[src/rtl/projectile_pool_pkg.sv]
// Shared game constants and the helper that sizes slot-index buses.
package projectile_pool_pkg;

  localparam int GAME_COORD_W  = 10;
  localparam int GAME_SCREEN_H = 480;
  localparam bit TRAVEL_UP     = 1'b1;

  // Index width that stays legal for a single-slot pool.
  function automatic int idx_width(input int n);
    return (n > 1) ? $clog2(n) : 1;
  endfunction

endpackage

[src/rtl/projectile_pool_lowest_free_slot.sv]
// Combinational priority encoder: index of the lowest set bit of free_mask.
module projectile_pool_lowest_free_slot
  import projectile_pool_pkg::*;
#(
  parameter int N = 8
) (
  input  logic [N-1:0]              free_mask,
  output logic [idx_width(N)-1:0]   idx,
  output logic                      any_free
);

  localparam int IW = idx_width(N);

  // Scan from the top down so the lowest free index is written last.
  always_comb begin
    idx      = '0;
    any_free = 1'b0;
    for (int i = N - 1; i >= 0; i--) begin
      if (free_mask[i]) begin
        idx      = IW'(i);
        any_free = 1'b1;
      end
    end
  end

endmodule

[src/rtl/projectile_pool.sv]
// Pool of projectile slots: spawn on frame ticks, per-frame motion, off-screen and hit retire.
module projectile_pool
  import projectile_pool_pkg::*;
#(
  parameter int SLOT_COUNT      = 8,
  parameter int COORD_W         = GAME_COORD_W,
  parameter int SPEED           = 4,
  parameter bit DIR_UP          = TRAVEL_UP,
  parameter int COOLDOWN_FRAMES = 8,
  parameter int SCREEN_H        = GAME_SCREEN_H,
  parameter int SPAWN_DX        = 12,
  parameter int SPAWN_DY        = 8
) (
  input  logic                            clk25,
  input  logic                            reset,
  input  logic                            frame_tick,
  input  logic                            fire,
  input  logic [COORD_W-1:0]              origin_x,
  input  logic [COORD_W-1:0]              origin_y,
  input  logic [SLOT_COUNT-1:0]           hit_flat,
  output logic [COORD_W*SLOT_COUNT-1:0]   x_flat,
  output logic [COORD_W*SLOT_COUNT-1:0]   y_flat,
  output logic [SLOT_COUNT-1:0]           active_flat,
  output logic                            spawn_pulse,
  output logic [$clog2(SLOT_COUNT+1)-1:0] free_count
);

  localparam int IW = idx_width(SLOT_COUNT);
  localparam int CW = (COOLDOWN_FRAMES > 0) ? $clog2(COOLDOWN_FRAMES + 1) : 1;
  localparam int FW = $clog2(SLOT_COUNT + 1);
  localparam logic [COORD_W:0] SPEED_W    = (COORD_W+1)'(SPEED);
  localparam logic [COORD_W:0] SCREEN_H_W = (COORD_W+1)'(SCREEN_H);
  localparam logic [COORD_W:0] SPAWN_DY_W = (COORD_W+1)'(SPAWN_DY);

  logic [SLOT_COUNT-1:0] active_vec;
  logic [CW-1:0]         cooldown_reg, cooldown_next;
  logic                  spawn_pulse_reg;
  logic [IW-1:0]         free_idx;
  logic                  any_free;
  logic                  spawn_ok, spawn_blocked;
  logic [COORD_W-1:0]    spawn_x, spawn_y;

  projectile_pool_lowest_free_slot #(.N(SLOT_COUNT)) u_free (
    .free_mask (~active_vec),
    .idx       (free_idx),
    .any_free  (any_free)
  );

  // An upward shot from too close to the top edge would wrap, so it is dropped.
  always_comb begin
    spawn_x = origin_x + COORD_W'(SPAWN_DX);
    if (DIR_UP) begin
      spawn_y       = origin_y - COORD_W'(SPAWN_DY);
      spawn_blocked = ({1'b0, origin_y} < SPAWN_DY_W);
    end else begin
      spawn_y       = origin_y + COORD_W'(SPAWN_DY);
      spawn_blocked = 1'b0;
    end
    spawn_ok = frame_tick && fire && (cooldown_reg == '0) && any_free && !spawn_blocked;
  end

  always_comb begin
    cooldown_next = cooldown_reg;
    if (spawn_ok)
      cooldown_next = CW'(COOLDOWN_FRAMES);
    else if (frame_tick && (cooldown_reg != '0))
      cooldown_next = cooldown_reg - 1'b1;
  end

  always_ff @(posedge clk25 or posedge reset) begin
    if (reset) begin
      cooldown_reg    <= '0;
      spawn_pulse_reg <= 1'b0;
    end else begin
      cooldown_reg    <= cooldown_next;
      spawn_pulse_reg <= spawn_ok;
    end
  end

  genvar gi;
  generate
    for (gi = 0; gi < SLOT_COUNT; gi++) begin : g_slot
      logic [COORD_W-1:0] x_reg, y_reg, x_next, y_next, y_moved;
      logic               active_reg, active_next, off_screen;

      // Hit beats motion; a spawn target is always inactive so it never moves on its spawn tick.
      always_comb begin
        if (DIR_UP) begin
          off_screen = ({1'b0, y_reg} < SPEED_W);
          y_moved    = y_reg - COORD_W'(SPEED);
        end else begin
          off_screen = (({1'b0, y_reg} + SPEED_W) >= SCREEN_H_W);
          y_moved    = y_reg + COORD_W'(SPEED);
        end
        x_next      = x_reg;
        y_next      = y_reg;
        active_next = active_reg;
        if (hit_flat[gi] && active_reg) begin
          active_next = 1'b0;
        end else if (frame_tick && active_reg) begin
          if (off_screen) active_next = 1'b0;
          else            y_next      = y_moved;
        end else if (spawn_ok && (free_idx == IW'(gi))) begin
          x_next      = spawn_x;
          y_next      = spawn_y;
          active_next = 1'b1;
        end
      end

      always_ff @(posedge clk25 or posedge reset) begin
        if (reset) begin
          x_reg      <= '0;
          y_reg      <= '0;
          active_reg <= 1'b0;
        end else begin
          x_reg      <= x_next;
          y_reg      <= y_next;
          active_reg <= active_next;
        end
      end

      assign active_vec[gi]                   = active_reg;
      assign x_flat[gi*COORD_W +: COORD_W]    = x_reg;
      assign y_flat[gi*COORD_W +: COORD_W]    = y_reg;
    end
  endgenerate

  always_comb begin
    free_count = '0;
    for (int i = 0; i < SLOT_COUNT; i++)
      if (!active_vec[i]) free_count = free_count + 1'b1;
  end

  assign active_flat = active_vec;
  assign spawn_pulse = spawn_pulse_reg;

endmodule

[config.mk]
export PLATFORM = sky130hd
export DESIGN_NAME = projectile_pool
export DESIGN_NICKNAME = d
export VERILOG_FILES = /design/src/rtl/projectile_pool_pkg.sv /design/src/rtl/projectile_pool_lowest_free_slot.sv /design/src/rtl/projectile_pool.sv
export SDC_FILE = /design/constraint.sdc
export NUM_CORES = 1
export LEC_CHECK = 0
export CORE_MARGIN = 5
export CORE_UTILIZATION = 45
export DETAILED_ROUTE_END_ITERATION = 10
export DONT_BUFFER_PORTS = 1
export PLACE_DENSITY = 0.57
export SLEW_MARGIN = 20
export SYNTH_ARGS = -nofsm -noshare
export SYNTH_HDL_FRONTEND = slang
export SYNTH_HIERARCHICAL = 1
export SYNTH_SLANG_ARGS = --single-unit
[constraint.sdc]
create_clock -name clk25 -period 7.65 [get_ports clk25]
set_input_delay 1.1475 -clock clk25 [delete_from_list [all_inputs] [get_ports clk25]]
set_output_delay 1.1475 -clock clk25 [all_outputs]
set_load 0.05 [all_outputs]
==> impl_results.md, run 1 <==
* Status: completed
* Slew Viols, Final at 0
* Leak pwr at between 0.004 and 0.005 uW
* Crit path DAT at between 5 and 6 ns
* IO Count at 205
* Pwr Density at 408 mW/mm2
* First-pass GRT wire length at between 30000 and 40000 um
* Overall Power at about 4000 uW
* Congestion Overflow GR at 0
* CP Launch Type: flop
* Initial cell density of the core at 0.460
* Synthesized area at 0.00901 mm2
* Part of the power in the clock network at 0.231
* Die W at ~150 um
* YS warnings at 6
* Htree depth at 4
* Number of synthesized flops with an enable pin at 0
* ANT cells at 0
* Hold Violations, Final at 0
* CP required at approximately 6.5 ns
* Synth unique cells at between 60 and 70
* CORE AREA at 0.0196 mm2
* Net Sw Power at between 1500 and 2000 uW
* Final wirelength at approximately 25000 um
* Hold Crit Class: flop to flop
* Synth Register Bits at about 170
* Tot GR Track Use at 0.217
* Area Overhead vs Synth at 8.50%
* Root buffer cell: clkbuf_16
* Remaining DRCs at 0
* Min Tclk post-route at ~6.5 ns
* Layout Nets at 999
* Total negative slack at 0 ns
* Via count at between 7000 and 8000
* GP Congestion at ~0.85
* Synth cell count leaders: 180 x nand2_1, 173 x dfrtp_1, 136 x o21ai_0, 49 x nor2_1, 37 x inv_1
* Top FF cell, synth: dfrtp_1
* Routed Antenna Nets at 0
* Post-CTS Hold Fix Bufs at 0
* Post-CTS sizing at 0
* Comb pwr share at 0.368
* Routed len/inst at between 20 and 25 um
* Largest net degree at the start of global routing at about 100
* Mapped Nets at 1031
* Detailed Routing Iterations Pass 1 at 5
* Bufs on Longest Clock Path at 2
* Post-CTS Setup Bufs at 0
* Post-DP HPWL at 17400 um
* RSZ-0062 raised after global routing: false
* Via density at about 5.7
* Max IR drop VDD at about 0.00037 V
* Pint at about 2000 uW
* TritonCTS Buffers at 17
* Cells after Synth at around 980
* Final Util at 0.499
* Clock skew at 0.0166 ns
* Crit path kind: flop to primary output
* Syn_area_per_cell at approximately 9 um2
* Final Setup Violations at 0
* Initial antenna violation count at 0
* Die area at ~0.023 mm2
* Rows at between 50 and 60
* Layout cells sized above 1 at 0.0938
* Slew at the pin with the worst max-slew slack at about 1 ns
* Synth top area share at 0.481
* DIE HEIGHT at approximately 150 um
* Fill cell count at 1859
* Clk pin slew, worst setup/hold paths at around 0.070 ns
* Fmax at around 0.15 GHz
* Worst Path Max Fanout at 7
* DR iter-0 viols at around 380
* MaxCap Viol Count at 0
* Final Cycle Share at 0.845
* Share of total power in sequential cells at 0.401
* IO Port Bufs at 0
* Ranking of synthesized cells by area: dfrtp_1 48%, o21ai_0 7.6%, nand2_1 7.5%
* TritonCTS clock tree: built
* Cell accounting for the most synthesized area: dfrtp_1
* Most common cell in the netlist: nand2_1
* Async S/R FF share, synth at 1.00
* Number of global-route vias before repair at about 6500
* Clock Latency Late Sink at 0.43 ns
* Switching Fraction at 0.487
* CTS Sinks at 173
* Setup crit end kind: primary output
* Worst slew margin at 0.330
* Post-synthesis sequential area ratio at 0.481
cells by family after synthesis:
logic type | after synthesis | synth area share
AND/OR/NAND/NOR | 347 | 0.176
multiplexers | 31 | 0.0410
buffers and inverters | 97 | 0.0478
AO/OA/AOI/OAI | 277 | 0.194
adder cells (fa/ha/maj) | 20 | 0.0278
flip-flops | 173 | 0.481
XOR/XNOR | 34 | 0.0331
stage by stage:
step	std cells	worst slack [ns]	cell area, um2	hold WS, ns
2_1_floorplan	979	1.81	9010	0.468
5_1_grt	1225	0.727	9770	0.551
6_report	1225	1.18	9770	0.510
4_1_cts	1225	1.12	9750	0.517
3_3_place_gp	1193	1.74	9110	0.500
3_5_place_dp	1193	1.60	9120	0.506
power groups by stage:
stage               Combinational [uW]  Clock, uW  Sequential, uW
floorplan                         1190          0            1550
global placement                  1460          0            1620
detailed placement                1490          0            1620
CTS                               1490        945            1600
global route                      1630        983            1620
finish                            1470        922            1600
routing by layer:
| metal | part of all wire | wire (um) | GRT usage | vias up |
|---|---|---|---|---|
| met5 | 0 | 0 | 0 | - |
| met2 | 0.47 | 11600 | 0.329 | 204 |
| met1 | 0.44 | 10800 | 0.300 | 3424 |
| met4 | 0.014 | 340 | 0.0508 | 0 |
| met3 | 0.084 | 2080 | 0.0744 | 23 |
| li1 | - | - | - | 3375 |
final cells by class:
type                            count  area (um2)  area share
Clock inverter                     15         205      0.0210
Inverter                           39         151      0.0155
Clock buffer                       17         425      0.0435
Tap cell                          265         332      0.0339
Timing Repair Buffer                7        56.3     0.00576
Sequential cell                   173        4330       0.443
Multi-Input combinational cell    709        4270       0.437
worst max-delay path, stage by stage, from the launching register on:
cell     delay (ns)
dfrtp_1        0.76
inv_1          0.30
ha_1           0.45
xor2_1         0.35
inv_2          0.13
xnor2_1        0.16
ha_1           0.33
xor2_1         0.14
o22ai_1        0.22
xnor2_1        0.19
nor2_1         0.10
nor2_1         0.18
inv_1          0.06
ha_1           0.28
nor2_1         0.12
a21oi_1        0.07
ha_1           0.21
nor2b_1        0.13
xnor2_1        0.20
xnor2_1        0.15
xnor2_1        0.14
buf_4          0.22
layout by cell type, fill, tap and decap left out, types with 20 or more instances in the layout:
cell type / synthesis / final
nand2_1: 180 / 180
dfrtp_1: 173 / 173
o21ai_0: 136 / 136
nor2_1: 49 / 49
inv_1: 37 / 36
a21oi_1: 34 / 33
a22o_1: 28 / 28
nor3_1: 25 / 25
xnor2_1: 23 / 23
mux2_2: 23 / 23
ha_1: 20 / 20
path summary, 6_finish.rpt:
check                                      from                 end  slack (ns)  cells after the start
setup / recovery           g_slot[0].active_reg       free_count[2]        1.18                     21
hold / removal                  cooldown_reg[2]     cooldown_reg[2]        0.51                      1
setup reg to reg           g_slot[4].active_reg  g_slot[5].x_reg[1]        3.71                      7
hold reg to reg                 cooldown_reg[2]     cooldown_reg[2]        0.51                      1
max in group asynchronous                 reset  g_slot[4].y_reg[7]        5.68                      2
min in group asynchronous                 reset  g_slot[6].y_reg[1]        0.76                      1
(Power assumes the default switching activity.)
==> inputs of run 2 (changes only) <==
--- a/config.mk
+++ b/config.mk
@@ -5,11 +5,12 @@
 export SDC_FILE = /design/constraint.sdc
 export NUM_CORES = 1
 export LEC_CHECK = 0
+export ABC_AREA = 1
 export CORE_MARGIN = 5
 export CORE_UTILIZATION = 45
 export DETAILED_ROUTE_END_ITERATION = 10
 export DONT_BUFFER_PORTS = 1
-export PLACE_DENSITY = 0.57
+export PLACE_DENSITY = 0.59
 export SLEW_MARGIN = 20
 export SYNTH_ARGS = -nofsm -noshare
 export SYNTH_HDL_FRONTEND = slang
==> constraint.sdc (replaced) <==
create_clock -name clk25 -period 5.5 [get_ports clk25]
set_input_delay 0.825 -clock clk25 [delete_from_list [all_inputs] [get_ports clk25]]
set_output_delay 0.825 -clock clk25 [all_outputs]
set_load 0.05 [all_outputs]
==> run 2 against run 1 <==
Largest power group unchanged; sequential share of layout area down 0.82 points; design area is 1.9% higher; die area is 1.7% higher; critical path type unchanged; cell count is 17% higher; global-route usage fell by 0.18 points; non-clock buffer count increased by 1; flip-flop and latch count did not move; total power is 57% higher.
==> impl_results.md, run 2 <==
* Status: completed
* First-pass GRT wire length at a little over 40000 um
* Number of synthesized flops with an enable pin at 0
* Pint at 2860 uW
* Clk pin slew, worst setup/hold paths at roughly 0.070 ns
* Leak pwr at approximately 0.0047 uW
* Rows at 52
* FF-to-FF End: g_slot[6].x_reg[0]
* Routed len/inst at 17.6 um
* Number of global-route vias before repair at 6993
* IO Count at just over 200
* Slew at the pin with the worst max-slew slack at 0.962 ns
* Layout Nets at 1200
* Remaining DRCs at 0
* Slew Viols, Final at 0
* Final Setup Violations at 0
* Crit path DAT at approximately 4.2 ns
* Synthesized area at 0.00917 mm2
* Cell count after placement at approximately 1400
* RSZ-0062 raised after global routing: false
* Share of total power in sequential cells at 0.459
* CP Launch Type: flop
* Crit. Startpoint: g_slot[0].active_reg
* Worst r2r src: g_slot[5].active_reg
* Die W at 153 um
* Commonest non-fill, non-tap cell in the layout: nand2_1
* Clock skew at 0.00786 ns
* Die area at 0.0233 mm2
* Bufs on Longest Clock Path at 2
* Net Sw Power at 3410 uW
* Total negative slack at 0 ns
* Htree depth at 4
* Synth unique cells at 41
* ANT cells at 0
* IO Port Bufs at 0
* Setup crit end kind: primary output
* Cell accounting for the most synthesized area: dfrtp_1
* Initial cell density of the core at 0.455
* Via count at around 7500
* Post-CTS Setup Bufs at 0
* CP required at approximately 4.7 ns
* TritonCTS clock tree: built
* Detailed Routing Iterations Pass 1 at 5
* Synth Register Bits at roughly 170
* Root buffer cell: clkbuf_16
* Area Overhead vs Synth at 8.57%
* Routed Antenna Nets at 0
* Layout cells sized above 1 at 0.0732
* Comb pwr share at 0.348
* Pwr Density at around 630 mW/mm2
* Max IR drop VDD at roughly 0.00044 V
* Mapped Nets at approximately 1200
* DR iter-0 viols at around 450
* Worst Path Max Fanout at 6
* MaxCap Viol Count at 0
* Final Cycle Share at 0.905
* DIE HEIGHT at between 150 and 200 um
* Final std cells w/o fill at roughly 1400
* Hold Crit Class: input port to async pin
* Fmax at roughly 0.2 GHz
* Final wirelength at around 25000 um
* Crit path kind: flop to primary output
* Worst slew margin at 0.357
* YS warnings at 6
* Largest net degree at the start of global routing at 100
* TritonCTS Buffers at 17
* GP Congestion at between 0.8 and 0.9
* Ranking of synthesized cells by area: dfrtp_1 47%, nand2_1 12%, o21ai_0 11%
* Synth cell count leaders: 288 x nand2_1, 196 x o21ai_0, 173 x dfrtp_1, 135 x inv_1, 70 x nor2_1
* Part of the power in the clock network at 0.193
* Reg2reg setup slack at around 2.1 ns
* Initial antenna violation count at 0
* Post-synthesis sequential area ratio at 0.472
* CORE AREA at around 0.020 mm2
* CTS Sinks at 173
* Most frequent cells in the layout: 288 x nand2_1, 195 x o21ai_0, 172 x dfrtp_1
* Min Tclk post-route at approximately 5.0 ns
* Top FF cell, synth: dfrtp_1
* Hold_ws at between 0.4 and 0.5 ns
* Tot GR Track Use at 0.215
* Critical Path Sink: free_count[1]
* Synth top area share at 0.472
* Syn_area_per_cell at approximately 7.9 um2
* Post-DP HPWL at roughly 18000 um
* Most common cell in the netlist: nand2_1
* FF-to-FF path depth at 8
* Async S/R FF share, synth at 1.00
* Switching Fraction at 0.544
* Final Worst Setup Slack at 0.524 ns
* Cells after Synth at between 1000 and 1500
* Congestion Overflow GR at 0
* Pre-CTS WS at between 0.7 and 0.8 ns
* Via density at 5.27
* Clock Latency Late Sink at 0.43 ns
* Hold Violations, Final at 0
[run 2: area by class of cell]
type,count,area (um2)
clock buffer,17,425
clock inverter,15,174
fill,1947,10200
inverter,146,554
multi-input combinational,802,4070
sequential,173,4330
tap,270,338
timing repair buffer,8,72.6
[run 2: power groups by stage]
stage	logic (uW)	clock network [uW]	registers [uW]
finish	2180	1210	2880
global route	2470	1310	2930
CTS	2180	1250	2890
detailed placement	2170	0	2910
global placement	2130	0	2910
floorplan	1810	0	2770
[run 2: kinds of logic (layout without fill, tap and decap cells)]
group / after synthesis / after routing / share of synthesized area
and+or+nand+nor: 469 / 469 / 0.219
AOI/OAI and AO/OA: 287 / 287 / 0.171
DFF: 173 / 173 / 0.472
buffers and inverters: 191 / 186 / 0.0858
xor gates and xnor gates: 26 / 26 / 0.0248
adders and majority gates: 20 / 20 / 0.0273
[run 2: worst min-delay path by stage]
stage	end	cells after the start	slack (ns)	start
2_1_floorplan	cooldown_reg[1]	2	0.47	cooldown_reg[1]
3_3_place_gp	cooldown_reg[3]	2	0.50	cooldown_reg[3]
3_5_place_dp	cooldown_reg[3]	2	0.51	cooldown_reg[3]
4_1_cts	g_slot[7].x_reg[5]	2	0.45	reset
5_1_grt	g_slot[7].x_reg[5]	2	0.45	reset
6_report	g_slot[7].x_reg[5]	2	0.42	reset
[run 2: critical path, cell delays in order, from the launching register on]
cell	delay, ns
dfrtp_2	0.59
inv_1	0.17
ha_1	0.40
inv_1	0.09
nand2_2	0.08
nand2_4	0.14
inv_2	0.05
ha_1	0.28
or2_0	0.20
nand2_1	0.10
nand2_1	0.09
nand3_1	0.12
nand3_1	0.10
nand2_1	0.10
inv_1	0.05
ha_1	0.29
nand2_1	0.07
nand2_1	0.09
ha_1	0.29
nand2_1	0.05
o21ai_1	0.12
buf_4	0.23
[run 2: what timing repair did]
action,4_1_cts,5_1_grt
resized for setup,0,1
endpoints found under the setup margin,0,3
hold buffers,0,0
[run 2: through the flow]
step,area (um2),total power (uW),utilization
finish,9960,6270,0.494
floorplan,9180,4580,-
global placement,9350,5040,0.464
global route,9960,6700,0.494
CTS,9950,6320,0.493
detailed placement,9350,5090,0.464
[run 2: per-layer routing]
layer,vias to the layer above,track usage,part of all wire
met2,188,0.342,0.47
met4,0,0.0607,0.017
li1,3794,-,-
met1,3530,0.294,0.46
met5,-,0,0
met3,31,0.0525,0.060
